### src/rtl/spi_reg_initiator.sv
// SPI mode-0 slave that turns framed serial traffic into register-bank read/write strobes.
// SCLK, CS_N and MOSI are oversampled in the iCLK domain; all outputs are registered.
module spi_reg_initiator #(
   parameter int unsigned DATA_WIDTH  = 8,
   parameter int unsigned ADDR_WIDTH  = 8,
   parameter int unsigned SYNC_STAGES = 2
) (
   input  logic                  iCLK,
   input  logic                  RST_N,
   input  logic                  SCLK,
   input  logic                  CS_N,
   input  logic                  MOSI,
   output logic                  MISO,
   output logic                  MISO_OE,
   input  logic [6:0]            DEV_ADDR,
   output logic [ADDR_WIDTH-1:0] address,
   output logic [DATA_WIDTH-1:0] data_in,
   output logic                  write_strobe,
   output logic                  read_strobe,
   input  logic [DATA_WIDTH-1:0] data_out,
   output logic                  busy
);

   localparam int unsigned       CntW    = $clog2(DATA_WIDTH);
   localparam logic [CntW-1:0]   LastBit = CntW'(DATA_WIDTH - 1);
   localparam logic [CntW-1:0]   CntOne  = CntW'(1);
   localparam logic [ADDR_WIDTH-1:0] AddrOne = ADDR_WIDTH'(1);

   typedef enum logic [2:0] {
      StIdle,
      StCmd,
      StAddr,
      StWdata,
      StRdata,
      StIgnore
   } state_e;

   // Synchronizers reset low so a CS_N already low at reset release never looks like a fall.
   logic [SYNC_STAGES-1:0] sclk_sync_q, cs_sync_q, mosi_sync_q;
   logic                   sclk_prev_q, cs_prev_q;

   always_ff @(posedge iCLK or negedge RST_N) begin
      if (!RST_N) begin
         sclk_sync_q <= '0;
         cs_sync_q   <= '0;
         mosi_sync_q <= '0;
         sclk_prev_q <= 1'b0;
         cs_prev_q   <= 1'b0;
      end else begin
         sclk_sync_q <= {sclk_sync_q[SYNC_STAGES-2:0], SCLK};
         cs_sync_q   <= {cs_sync_q[SYNC_STAGES-2:0], CS_N};
         mosi_sync_q <= {mosi_sync_q[SYNC_STAGES-2:0], MOSI};
         sclk_prev_q <= sclk_sync_q[SYNC_STAGES-1];
         cs_prev_q   <= cs_sync_q[SYNC_STAGES-1];
      end
   end

   state_e                state_q;
   logic [CntW-1:0]       bit_cnt_q;
   logic [DATA_WIDTH-2:0] rx_q;
   logic [DATA_WIDTH-2:0] tx_q;
   logic                  rw_q;
   logic [ADDR_WIDTH-1:0] address_q;
   logic [DATA_WIDTH-1:0] data_in_q;
   logic                  wstb_q, rstb_q;
   logic                  wr_pend_q, rd_pend_q, cap_pend_q;
   logic                  miso_q, miso_oe_q, busy_q;

   logic                  sclk_s, cs_s, mosi_s;
   logic                  sclk_rise, sclk_fall, cs_fall, cs_rise;
   logic                  active, byte_done, dev_match;
   logic [DATA_WIDTH-1:0] rx_next;

   always_comb begin
      sclk_s    = sclk_sync_q[SYNC_STAGES-1];
      cs_s      = cs_sync_q[SYNC_STAGES-1];
      mosi_s    = mosi_sync_q[SYNC_STAGES-1];
      sclk_rise = sclk_s & ~sclk_prev_q;
      sclk_fall = ~sclk_s & sclk_prev_q;
      cs_fall   = cs_prev_q & ~cs_s;
      cs_rise   = ~cs_prev_q & cs_s;
      active    = (state_q == StCmd) || (state_q == StAddr) ||
                  (state_q == StWdata) || (state_q == StRdata);
      rx_next   = {rx_q, mosi_s};
      byte_done = active && sclk_rise && (bit_cnt_q == LastBit);
      dev_match = (rx_next[6:0] == DEV_ADDR);
   end

   always_ff @(posedge iCLK or negedge RST_N) begin
      if (!RST_N) begin
         state_q    <= StIdle;
         bit_cnt_q  <= '0;
         rx_q       <= '0;
         tx_q       <= '0;
         rw_q       <= 1'b0;
         address_q  <= '0;
         data_in_q  <= '0;
         wstb_q     <= 1'b0;
         rstb_q     <= 1'b0;
         wr_pend_q  <= 1'b0;
         rd_pend_q  <= 1'b0;
         cap_pend_q <= 1'b0;
         miso_q     <= 1'b0;
         miso_oe_q  <= 1'b0;
         busy_q     <= 1'b0;
      end else begin
         // Strobes fire one cycle after the byte completes so address/data_in are already stable.
         wstb_q     <= wr_pend_q;
         rstb_q     <= rd_pend_q;
         wr_pend_q  <= 1'b0;
         rd_pend_q  <= 1'b0;
         cap_pend_q <= rstb_q;

         if (wstb_q) begin
            address_q <= address_q + AddrOne;
         end

         if (active && sclk_rise) begin
            rx_q      <= rx_next[DATA_WIDTH-2:0];
            bit_cnt_q <= (bit_cnt_q == LastBit) ? '0 : bit_cnt_q + CntOne;
         end

         // The fall that closes the previous byte (bit_cnt_q == 0) must not shift the new MSB out.
         if (state_q == StRdata) begin
            if (cap_pend_q) begin
               miso_q <= data_out[DATA_WIDTH-1];
               tx_q   <= data_out[DATA_WIDTH-2:0];
            end else if (sclk_fall && (bit_cnt_q != '0)) begin
               miso_q <= tx_q[DATA_WIDTH-2];
               tx_q   <= {tx_q[DATA_WIDTH-3:0], 1'b0};
            end
         end

         case (state_q)
            StIdle: begin
               if (cs_fall) begin
                  state_q   <= StCmd;
                  bit_cnt_q <= '0;
               end
            end
            StCmd: begin
               if (byte_done) begin
                  rw_q    <= rx_next[DATA_WIDTH-1];
                  busy_q  <= dev_match;
                  state_q <= dev_match ? StAddr : StIgnore;
               end
            end
            StAddr: begin
               if (byte_done) begin
                  address_q <= ADDR_WIDTH'(rx_next);
                  if (rw_q) begin
                     rd_pend_q <= 1'b1;
                     miso_oe_q <= 1'b1;
                     state_q   <= StRdata;
                  end else begin
                     state_q   <= StWdata;
                  end
               end
            end
            StWdata: begin
               if (byte_done) begin
                  data_in_q <= rx_next;
                  wr_pend_q <= 1'b1;
               end
            end
            StRdata: begin
               if (byte_done) begin
                  address_q <= address_q + AddrOne;
                  rd_pend_q <= 1'b1;
               end
            end
            StIgnore: begin
            end
            default: begin
               state_q <= StIdle;
            end
         endcase

         // Deselect wins over everything above; a partial byte simply evaporates.
         if (cs_rise) begin
            state_q   <= StIdle;
            bit_cnt_q <= '0;
            busy_q    <= 1'b0;
            miso_q    <= 1'b0;
            miso_oe_q <= 1'b0;
         end
      end
   end

   assign MISO         = miso_q;
   assign MISO_OE      = miso_oe_q;
   assign address      = address_q;
   assign data_in      = data_in_q;
   assign write_strobe = wstb_q;
   assign read_strobe  = rstb_q;
   assign busy         = busy_q;

endmodule

### config.mk
export PLATFORM = sky130hd
export DESIGN_NAME = spi_reg_initiator
export DESIGN_NICKNAME = d
export VERILOG_FILES = /design/src/rtl/spi_reg_initiator.sv
export SDC_FILE = /design/constraint.sdc
export NUM_CORES = 1
export LEC_CHECK = 0
export CORE_UTILIZATION = 57
export CTS_CLUSTER_SIZE = 24
export DETAILED_ROUTE_END_ITERATION = 16
export GPL_TIMING_DRIVEN = 0
export PLACE_DENSITY = 0.85
export RECOVER_POWER = 25
export SYNTH_ARGS = -nofsm -noshare
export SYNTH_HDL_FRONTEND = slang
export SYNTH_SLANG_ARGS = --single-unit
### constraint.sdc
create_clock -name iCLK -period 2.9 [get_ports iCLK]
set_clock_uncertainty 0.05 [all_clocks]
set_input_delay 0.58 -clock iCLK [delete_from_list [all_inputs] [get_ports iCLK]]
set_output_delay 0.58 -clock iCLK [all_outputs]
set_load 0.05 [all_outputs]
==> metrics.md <==
| Metric | Value |
|---|---|
| Worst path max stage delay | `about 0.86 ns` |
| Core ar. | `4320 um^2` |
| Ys Warns | `0` |
| CTS tree | `built` |
| Relative slew slack | `under 10%` |
| Post_cts resized | `0` |
| Family with the most delay on the worst path | `buffers and inverters` |
| Net Sw Frac | `32.7%` |
| Number of cells on the critical path | `1` |
| # setup viols final | `0` |
| Clock Sink Count | `53` |
| Drt wl/cell | `roughly 16 um` |
| Final #Nets | `slightly above 300` |
| DRC viols | `0` |
| Die Footprint | `about 4800 um^2` |
| Sequential cell area | `1330 um^2` |
| Core Util, Final | `between 70% and 80%` |
| Synthesized Nets | `about 260` |
| Clock buffer depth | `2` |
| Clk network pwr share | `roughly 23%` |
| Num CTS Buffers | `5` |
| Drt total wl | `between 5000 and 6000 um` |
| Worst-Skew Late Latency | `about 0.31 ns` |
| Routed vias/inst | `approximately 5.9` |
| Fin. Hold Viols | `0` |
| CP startpoint | `address[5]` |
| Post-route cell area | `between 3000 and 4000 um^2` |
| Post-synth ARST share | `100%` |
| Layout cells sized above 1 | `between 10% and 20%` |
| P&R area growth vs syn | `21.9%` |
| Root Buffer | `clkbuf_8` |
| Pre-antenna DRT Iters | `4` |
| Peak VDD IR | `around 0.37 mV` |
| Buf+Inv Stages, Crit Path | `1` |
| Worst EP required | `2.27 ns` |
| Reg-to-Reg End | `address[2]` |
| Pre-CTS setup slack | `roughly 0.47 ns` |
| Synth area leader | `dfrtp_1` |
| Post-synth EDFFs | `0` |
| Max-slew violation count | `0` |
| Placed inst area | `3040 um^2` |
| Synth Cell Area | `roughly 2600 um^2` |
| Most common cell after layout, fill and taps aside | `dfrtp_1` |
| Hold depth | `0` |
| End point of the critical path | `address[5]` |
| RePlAce Congestion | `approximately 0.84` |
| Post-DRT Antenna Nets | `0` |
| Fin crit period | `roughly 2.3 ns` |
| Initial core utilization | `around 59%` |
| CP max-delay cell | `clkdlybuf4s50_1` |
| Share of the synthesized area in the top cell type | `51.8%` |
| Status | `completed` |
| Int Pwr | `between 1000 and 1500 uW` |
| Slew at the pin with the worst max-slew slack | `1.45 ns` |
| Register-to-Register Path Depth | `8` |
| Worst Hold Class | `reg -> reg` |
| Commonest non-fill, non-tap cells in the layout | `53 x dfrtp_1, 37 x clkdlybuf4s50_1, 22 x nor2_1, 16 x mux2_2, 13 x nand2_1` |
| Final period util | `between 70% and 80%` |
| Detailed placer's ending HPWL | `3840 um` |
| Multi-input logic area | `around 1100 um^2` |
| Pwr/cell area | `roughly 570 nW/um^2` |
| Sequential Power Share | `roughly half` |
| Logic pwr share | `25.6%` |
| Reg clk slew, reported paths | `0.09 ns` |
| Post-CTS setup repair buffer count | `0` |
| Max-Cap Viols | `0` |
| RSZ-0062 raised after global routing | `no` |
| CP cell instances | `clkdlybuf4s50_1` |
| Post-synthesis sequential element count | `53` |
| GR Overflow Total | `0` |
| Critical path class | `reg -> out` |
| Yosys cell types | `50` |
| Worst setup SP type | `register` |
| DR iter-0 viols | `around 140` |
| Vias | `between 1500 and 2000` |
| Number of global-route vias before repair | `roughly 1900` |
| # rows | `24` |
| Mapped Cells | `roughly 230` |
| Initial antenna violation count | `0` |
| P_leak | `0.00139 uW` |
| Die height | `about 69 um` |
| Diodes inserted | `0` |
| CP Max Fanout | `6` |
| Fillers | `347` |
| RR Startpoint | `bit_cnt_q[0]` |
| GRT Util Overall | `24.8%` |
| Flop2flop setup slack | `approximately 0.85 ns` |
| Port Buf Inserts | `40` |
| First-pass GRT wire length | `around 9300 um` |
| PnR worst setup slack | `about 0.63 ns` |
| Net Sw Power | `~580 uW` |
| Post-synth top flop | `dfrtp_1` |
| Io pins | `41` |
| Seq/Total Area, Yosys | `51.8%` |
| CTS H-tree lvls | `2` |
| Crit end category | `output port` |
| # hold bufs at CTS | `0` |
| Mean Syn Cell Area | `~11 um^2` |
| Setup TNS | `0 ns` |
| Achievable Freq | `between 400 and 500 MHz` |
| Largest cells by area after synthesis | `dfrtp_1 52%, mux2_2 7.0%, mux2i_1 3.9%, xor2_1 3.8%, nor2_1 3.2%` |
| Die X | `approximately 69 um` |
| Largest net degree at the start of global routing | `28` |
| WP data arrival | `between 1.5 and 2 ns` |
[state kept, by name, indices dropped and copies added (netlist names), 2 cells and up]
name         flops
state_q          3
bit_cnt_q        3
mosi_sync_q      2
tx_q             7
data_in          8
cs_sync_q        2
address          8
sclk_sync_q      2
rx_q             7
[cell type report]
cell class	instances	area share (%)
flip-flops and latches	53	42.5
multi-input cells	162	36.7
repair buffers	41	13.3
clock buffers	6	2.32
well taps	52	2.08
plain buffers	11	2.00
inverters	7	0.841
clock inverters	2	0.320
[synthesized netlist by cell type (all sizes together), types with 2 or more instances]
cell type  number
a211oi          2
a21o            2
a21oi          12
a22oi           4
a31oi           3
a32o            2
and3            2
and3b           2
buf             8
clkbuf          3
dfrtp          53
ha              4
inv             7
mux2           16
mux2i          10
nand2          14
nand2b          3
nand3           6
nand3b          2
nand4           3
nor2           22
nor2b           2
nor3            5
o211ai          2
o21ai           8
o22ai           5
or3             2
xnor2           5
xor2           11
[power by group through the flow]
stage | registers [uW] | clock network (uW) | logic, uW
floorplan | 900 | 0 | 337
global placement | 929 | 0 | 436
detailed placement | 935 | 0 | 454
CTS | 921 | 413 | 460
global route | 937 | 442 | 508
finish | 921 | 406 | 457
[stage by stage]
stage,cells,hold WS [ns],total power [uW]
final,334,0.309,1780
after global routing,334,0.318,1890
after CTS,334,0.238,1790
after detailed placement,326,0.293,1390
after global placement,325,0.284,1370
after floorplan,233,0.234,1240
[cell families (layout without fill, tap and decap cells)]
| group | after synthesis | after routing | synth area share, % |
|---|---|---|---|
| and+or+nand+nor | 68 | 68 | 14.0 |
| muxes | 26 | 26 | 10.9 |
| buffers and inverters | 18 | 67 | 3.47 |
| AOI/OAI and AO/OA | 48 | 48 | 12.5 |
| DFF | 53 | 53 | 51.8 |
| adders and majority gates | 4 | 4 | 1.95 |
| xor gates and xnor gates | 16 | 16 | 5.47 |
[worst min-delay path by stage]
stage | startpoint | to | slack (ns)
finish | wr_pend_q | write_strobe | 0.31
global route | wr_pend_q | write_strobe | 0.32
CTS | RST_N | bit_cnt_q[1] | 0.24
detailed placement | cs_sync_q[0] | cs_sync_q[1] | 0.29
global placement | mosi_sync_q[0] | mosi_sync_q[1] | 0.28
floorplan | RST_N | MISO | 0.23
[per-layer routing]
| layer | share of wire, % | vias up | global-route usage (%) |
|---|---|---|---|
| met5 | 0 | - | 0 |
| met1 | 44 | 976 | 33.8 |
| met3 | 5.1 | 9 | 5.56 |
| met4 | 1.7 | 0 | 9.98 |
| met2 | 49 | 58 | 38.5 |
| li1 | - | 927 | - |
No activity file was read; power rests on OpenSTA's default activity.
